===== config.mk =====
export PLATFORM = sky130hd
export DESIGN_NAME = fetch_stage
export DESIGN_NICKNAME = d
export VERILOG_FILES = /design/src/rtl/fetch_stage.sv
export SDC_FILE = /design/constraint.sdc
export NUM_CORES = 1
export LEC_CHECK = 0
export CORE_AREA = 2 2 140 142
export CTS_BUF_LIST = sky130_fd_sc_hd__clkbuf_16
export DETAILED_ROUTE_END_ITERATION = 8
export DIE_AREA = 0 0 142 144
export MAX_ROUTING_LAYER = met4
export PLACE_DENSITY_LB_ADDON = 0.2
export RECOVER_POWER = 25
export SYNTH_ARGS = -nofsm -noshare
export SYNTH_HDL_FRONTEND = slang
export SYNTH_SLANG_ARGS = --single-unit

===== constraint.sdc =====
create_clock -name clk -period 10.3 [get_ports clk]
set_input_delay 1.03 -clock clk [delete_from_list [all_inputs] [get_ports clk]]
set_output_delay 1.03 -clock clk [all_outputs]
set_load 0.02 [all_outputs]

===== src/rtl/fetch_stage.sv =====
// Instruction-fetch stage of the five-stage MIPS pipeline.
// Owns the PC, selects the next fetch address from the sequential, branch, J/JAL
// and JR/JALR paths, and registers the fetched word into IF/ID for decode.
`timescale 1ns/1ps

module fetch_stage #(
    parameter logic [31:0] PC_RESET   = 32'h0000_3000,
    parameter int unsigned IM_AW      = 10,
    parameter bit          DELAY_SLOT = 1'b1
) (
    input  logic             clk,
    input  logic             reset,
    input  logic             stall,
    input  logic             br_taken,
    input  logic [15:0]      br_imm,
    input  logic             j_en,
    input  logic [25:0]      j_index,
    input  logic             jr_en,
    input  logic [31:0]      jr_target,
    input  logic [31:0]      im_instr,
    output logic [IM_AW-1:0] im_addr,
    output logic [31:0]      pc,
    output logic [31:0]      if_id_instr,
    output logic [31:0]      if_id_pc,
    output logic [31:0]      if_id_pc8,
    output logic             if_id_valid,
    output logic             pc_err
);

    // First byte address past the instruction memory, kept 33 bits wide so a
    // window ending exactly at 2^32 does not wrap to zero.
    localparam logic [32:0] PC_LIMIT = {1'b0, PC_RESET} + (33'd4 << IM_AW);

    localparam logic [31:0] NOP = 32'h0000_0000;

    // State
    logic [31:0] pc_q,          pc_d;
    logic [31:0] if_id_instr_q, if_id_instr_d;
    logic [31:0] if_id_pc_q,    if_id_pc_d;
    logic [31:0] if_id_pc8_q,   if_id_pc8_d;
    logic        if_id_valid_q, if_id_valid_d;
    logic        pc_err_q,      pc_err_d;

    // Candidate targets and selection
    logic [31:0] seq_pc;
    logic [31:0] delay_pc;
    logic [31:0] br_off;
    logic [31:0] br_target;
    logic [31:0] j_target;
    logic [31:0] next_pc;
    logic        redirect;
    logic        range_err;

    // IM word index relative to the base of instruction memory.
    assign im_addr = IM_AW'((pc_q - PC_RESET) >> 2);

    // Candidate next-PC values; branch and jump resolve against the delay-slot PC.
    always_comb begin
        seq_pc    = pc_q + 32'd4;
        delay_pc  = if_id_pc_q + 32'd4;
        br_off    = {{14{br_imm[15]}}, br_imm, 2'b00};
        br_target = delay_pc + br_off;
        j_target  = {delay_pc[31:28], j_index, 2'b00};
    end

    // Fixed-priority redirect select: JR over J over branch over sequential.
    always_comb begin
        redirect = jr_en | j_en | br_taken;
        if (jr_en) begin
            next_pc = jr_target;
        end else if (j_en) begin
            next_pc = j_target;
        end else if (br_taken) begin
            next_pc = br_target;
        end else begin
            next_pc = seq_pc;
        end
    end

    // Selected next PC must be word aligned and inside the IM window.
    always_comb begin
        range_err = 1'b0;
        if (next_pc < PC_RESET) begin
            range_err = 1'b1;
        end
        if ({1'b0, next_pc} >= PC_LIMIT) begin
            range_err = 1'b1;
        end
        if (next_pc[1:0] != 2'b00) begin
            range_err = 1'b1;
        end
    end

    // Next-state for PC and IF/ID; stall holds everything, an error freezes the PC.
    always_comb begin
        pc_d          = pc_q;
        if_id_instr_d = if_id_instr_q;
        if_id_pc_d    = if_id_pc_q;
        if_id_pc8_d   = if_id_pc8_q;
        if_id_valid_d = if_id_valid_q;
        pc_err_d      = pc_err_q;

        if (!stall) begin
            if (pc_err_q || range_err) begin
                // Out-of-window fetch: keep the PC and feed bubbles until reset.
                pc_err_d      = 1'b1;
                if_id_instr_d = NOP;
                if_id_valid_d = 1'b0;
            end else begin
                pc_d        = next_pc;
                if_id_pc_d  = pc_q;
                if_id_pc8_d = pc_q + 32'd8;
                if (redirect && !DELAY_SLOT) begin
                    // No delay slot: the word fetched behind a redirect is squashed.
                    if_id_instr_d = NOP;
                    if_id_valid_d = 1'b0;
                end else begin
                    if_id_instr_d = im_instr;
                    if_id_valid_d = 1'b1;
                end
            end
        end
    end

    // State registers with asynchronous active-low reset.
    always_ff @(posedge clk or negedge reset) begin
        if (!reset) begin
            pc_q          <= PC_RESET;
            if_id_instr_q <= NOP;
            if_id_pc_q    <= PC_RESET;
            if_id_pc8_q   <= PC_RESET + 32'd8;
            if_id_valid_q <= 1'b0;
            pc_err_q      <= 1'b0;
        end else begin
            pc_q          <= pc_d;
            if_id_instr_q <= if_id_instr_d;
            if_id_pc_q    <= if_id_pc_d;
            if_id_pc8_q   <= if_id_pc8_d;
            if_id_valid_q <= if_id_valid_d;
            pc_err_q      <= pc_err_d;
        end
    end

    assign pc          = pc_q;
    assign if_id_instr = if_id_instr_q;
    assign if_id_pc    = if_id_pc_q;
    assign if_id_pc8   = if_id_pc8_q;
    assign if_id_valid = if_id_valid_q;
    assign pc_err      = pc_err_q;

endmodule


==> run_results.csv <==
group,metric,value,unit
grt,grt_first_pass_wirelength,48200,µm
final_layout,utilization,65.0,%
cts,max-clock-path-buffers,2,
yosys,ys_types,70,
die,core.rowCount,51,
pwr,worst_ir_drop_vdd,0.0000963,V
routing,route.antenna.remaining_nets,0,
routing,drt_pre_antenna_iters,6,
yosys,synth_adder_area_share,4.64,%
yosys,synth_fp_nets,1199,
cts,post-cts-setup-buffer-count,0,
job,timing.max_cap.violations,2,
grt,most_crowded_layer_after_global_routing,"met2",
routing,routed-via-count,8976,
status,outcome,"finished with violations",
yosys,synth-edff-count,0,
cts,ctsResizeCount,0,
worst_setup_path,cp.required,10600,ps
timing,grt_setup_unrepaired,"false",
worst_setup_path,critical_path.endpoint_type,"flip-flop",
grt,vias_in_the_first_global_route,8648,
grt,grt_max_degree,71,
yosys,post-synth-top-area-cell,"sky130_fd_sc_hd__dfrtp_1",
yosys,ys_warn_count,0,
die,die_height,144,µm
grt,antenna_found_initial,1,
die,io_pins,252,
yosys,combinational_family_with_the_most_area_after_synthesis,"simple AND/OR/NAND/NOR gates",
yosys,synth-xor-area-share,8.82,%
worst_setup_path,worst-endpoint-arrival,6490,ps
yosys,synthSimpleGateAreaFrac,21.8,%
timing,max_freq,162,MHz
routing,drt_iter0_markers,810,
placement,dpl.hpwl,23800,µm
timing,final-setup-viol-count,0,
placement,post-place-ws,4090,ps
die,die_width,142,µm
yosys,synth_ff_type,"sky130_fd_sc_hd__dfrtp_1",
yosys,synth.mux.area_fraction,10.7,%
yosys,synth.yosys.seq_area_share,34.1,%
final_layout,finalNonFillerCells,1499,
timing,finalCriticalPeriod,6190,ps
pwr,power.density,103,nW/µm²
status,violations,"capacitance limit, slew limit",
pwr,cellLeakagePower,5.41,nW
cts,cts_max_level,4,
die,fp.dieArea,20400,µm²
yosys,synth_top_area_share,32.2,%
timing,setup_slack,4110,ps
cts,clk_root_buffer_cell,"sky130_fd_sc_hd__clkbuf_16",
worst_hold_path,min-delay-start,"if_id_pc8[3]$_DFFE_PN1P_",
placement,routabilityCongestion,0.990,
die,floorplan.core_area,19100,µm²
cts,cts_inserted_buffers,17,
worst_setup_path,cp-startpoint,"if_id_pc[13]$_DFFE_PN1P_",
worst_setup_path,reg2reg_depth,17,
worst_setup_path,cp-start-kind,"flip-flop",
grt,met2_usage_in_global_routing,48.5,%
routing,detail_route.vias_per_cell,5.99,
cts,clk_pin_slew_worst_paths,60,ps
final_layout,nets,1393,
yosys,postSynthCellCount,1053,
placement,placed_cells,1466,
yosys,ys_seq_elements,127,
timing,finClkSkew,15.3,ps
yosys,synth_compound_gate_area_share,14.8,%
grt,grtUsageMet3,7.55,%
worst_setup_path,reg2reg_slack,4110,ps
yosys,synth_area_leaders,"sky130_fd_sc_hd__dfrtp_1, sky130_fd_sc_hd__xnor2_1, sky130_fd_sc_hd__mux2_4",
grt,grtUsageTotal,31.6,%
timing,slew_headroom,-143,%
worst_setup_path,critical_path_class,"flip-flop to flip-flop",
final_layout,filler_instances,1611,
worst_setup_path,rr_startpoint,"if_id_pc[13]$_DFFE_PN1P_",
placement,portBuffers,251,
timing,min_period_over_period,60.1,%
yosys,syn-cell-area,9340,µm²
cts,tritoncts_clock_tree,"built",
worst_hold_path,worstHoldPathType,"flip-flop to flip-flop",
routing,detail_route.wirelength,31500,µm
timing,totalNegativeSetupSlack,0,ps
yosys,async_flop_share,100,%
cts,tritoncts_num_sinks,127,
grt,globalRouteMet1Util,41.0,%
yosys,syn-mean-instance-area,8.87,µm²
cts,clock_insertion_delay_worst_skew,420,ps
timing,timing_worst_slew_pin_value,3650,ps
final_layout,layout-drive-gt1-share,9.60,%
cts,holdBufCountCts,0,
timing,hold_viol_final,0,
timing,maxSlewViolCount,130,
worst_setup_path,worstPathMaxFanout,63,
routing,wl_per_cell,21.0,µm
worst_setup_path,r2r-end,"if_id_pc[11]$_DFFE_PN0P_",
worst_setup_path,critical_path.endpoint,"if_id_pc[11]$_DFFE_PN0P_",
die,starting_utilization_of_the_core_area,48.9,%
grt,globalRouteOverflowTotal,0,
final_layout,layout-area-overhead-vs-synth,32.9,%
routing,drc,0,
stage by stage:
stage | hold slack, ps | total power (W) | area (µm²)
floorplan | 501 | 0.000567 | 9340
finish | 473 | 0.00128 | 12400
global placement | 460 | 0.000642 | 11800
global route | 508 | 0.00132 | 12400
CTS | 480 | 0.00129 | 12400
detailed placement | 471 | 0.000642 | 11800
worst min path at each step:
stage / to / slack (ps) / cells past startpoint
after floorplan: if_id_pc8[3]$_DFFE_PN1P_ / 500 / 2
after global placement: if_id_pc8[3]$_DFFE_PN1P_ / 460 / 2
after detailed placement: if_id_pc8[3]$_DFFE_PN1P_ / 470 / 2
after CTS: if_id_pc8[3]$_DFFE_PN1P_ / 480 / 2
after global routing: if_id_instr[30]$_DFFE_PN0N_ / 510 / 2
final: if_id_pc8[3]$_DFFE_PN1P_ / 470 / 2
area by class of cell:
| cell class | instances | area [µm²] | share of cell area [%] |
|---|---|---|---|
| Inverter | 19 | 71.3 | 0.575 |
| Clock buffer | 17 | 425 | 3.43 |
| Sequential cell | 127 | 3190 | 25.7 |
| Tap cell | 238 | 298 | 2.40 |
| Multi-Input combinational cell | 826 | 5680 | 45.8 |
| Clock inverter | 15 | 209 | 1.68 |
| Antenna cell | 1 | 2.50 | 0.0202 |
| Timing Repair Buffer | 256 | 2530 | 20.4 |
critical path: stages (launching register included):
cell                       delay, ps
sky130_fd_sc_hd__dfstp_2         610
sky130_fd_sc_hd__nand4_2         190
sky130_fd_sc_hd__or4_1           700
sky130_fd_sc_hd__nor2_1          270
sky130_fd_sc_hd__and3_1          210
sky130_fd_sc_hd__xor2_1          180
sky130_fd_sc_hd__ha_1            370
sky130_fd_sc_hd__o21ai_0         200
sky130_fd_sc_hd__o21bai_1        140
sky130_fd_sc_hd__a221oi_1        400
sky130_fd_sc_hd__mux2i_1         280
sky130_fd_sc_hd__nand3_1         120
sky130_fd_sc_hd__o41ai_1         480
sky130_fd_sc_hd__nor4_1          120
sky130_fd_sc_hd__nand4_1         120
sky130_fd_sc_hd__or3_4           420
sky130_fd_sc_hd__buf_4           780
sky130_fd_sc_hd__mux2_2          430
cell usage after synthesis, drive strengths merged, types with 14 or more instances:
cell type and instances:
mux2 68, nand2 121, a211oi 17, nor3 23, xnor2 61, nor4 17, nand2b 39, nor2 57
and3 19, buf 32, nand3 33, inv 17, ha 33, dfrtp 120, a21oi 57, and2 25
nand4 31, clkbuf 49, o21ai 66, o211ai 14, xor2 33
registers in the layout, summed over array words and instances (netlist names):
signal / flops
pc_err: 1
if_id_pc: 32
if_id_valid: 1
if_id_instr: 32
pc: 32
if_id_pc8: 29
kinds of logic after synthesis:
| group | Yosys count |
|---|---|
| and+or+nand+nor | 399 |
| AOI/OAI and AO/OA | 220 |
| DFF | 127 |
| buffers and inverters | 100 |
| xor gates and xnor gates | 94 |
| muxes | 79 |
| adders and majority gates | 34 |
placed cells by master, fill, tap and decap left out, types with 11 or more instances in the layout:
cell and instances:
sky130_fd_sc_hd__and3_1 19, sky130_fd_sc_hd__xor2_1 33, sky130_fd_sc_hd__mux2_2 36, sky130_fd_sc_hd__clkbuf_16 17
sky130_fd_sc_hd__nand3_1 33, sky130_fd_sc_hd__inv_1 18, sky130_fd_sc_hd__mux2i_1 11, sky130_fd_sc_hd__nor2_1 57
sky130_fd_sc_hd__nor3_1 22, sky130_fd_sc_hd__mux2_4 32, sky130_fd_sc_hd__xnor2_1 61, sky130_fd_sc_hd__clkdlybuf4s50_1 249
sky130_fd_sc_hd__nor4_1 16, sky130_fd_sc_hd__nand4_1 30, sky130_fd_sc_hd__and2_1 25, sky130_fd_sc_hd__nand2b_1 39
sky130_fd_sc_hd__a211oi_1 17, sky130_fd_sc_hd__o21ai_0 65, sky130_fd_sc_hd__dfrtp_1 120, sky130_fd_sc_hd__nand2_1 121
sky130_fd_sc_hd__o211ai_1 14, sky130_fd_sc_hd__ha_1 33, sky130_fd_sc_hd__a21oi_1 57
report_power, final:
part / switching (W) / internal [W]
combinational: 0.0000710 / 0.0000647
clock: 0.000239 / 0.000409
sequential: 0.00000000329 / 0.000499
total: 0.000310 / 0.000973
per-layer routing:
| layer | up-vias | share of wire [%] |
|---|---|---|
| li1 | 4163 | - |
| met5 | - | 0 |
| met3 | 84 | 8.6 |
| met4 | 0 | 3.0 |
| met1 | 4309 | 42 |
| met2 | 420 | 46 |
No activity file was read; power rests on OpenSTA's default activity.
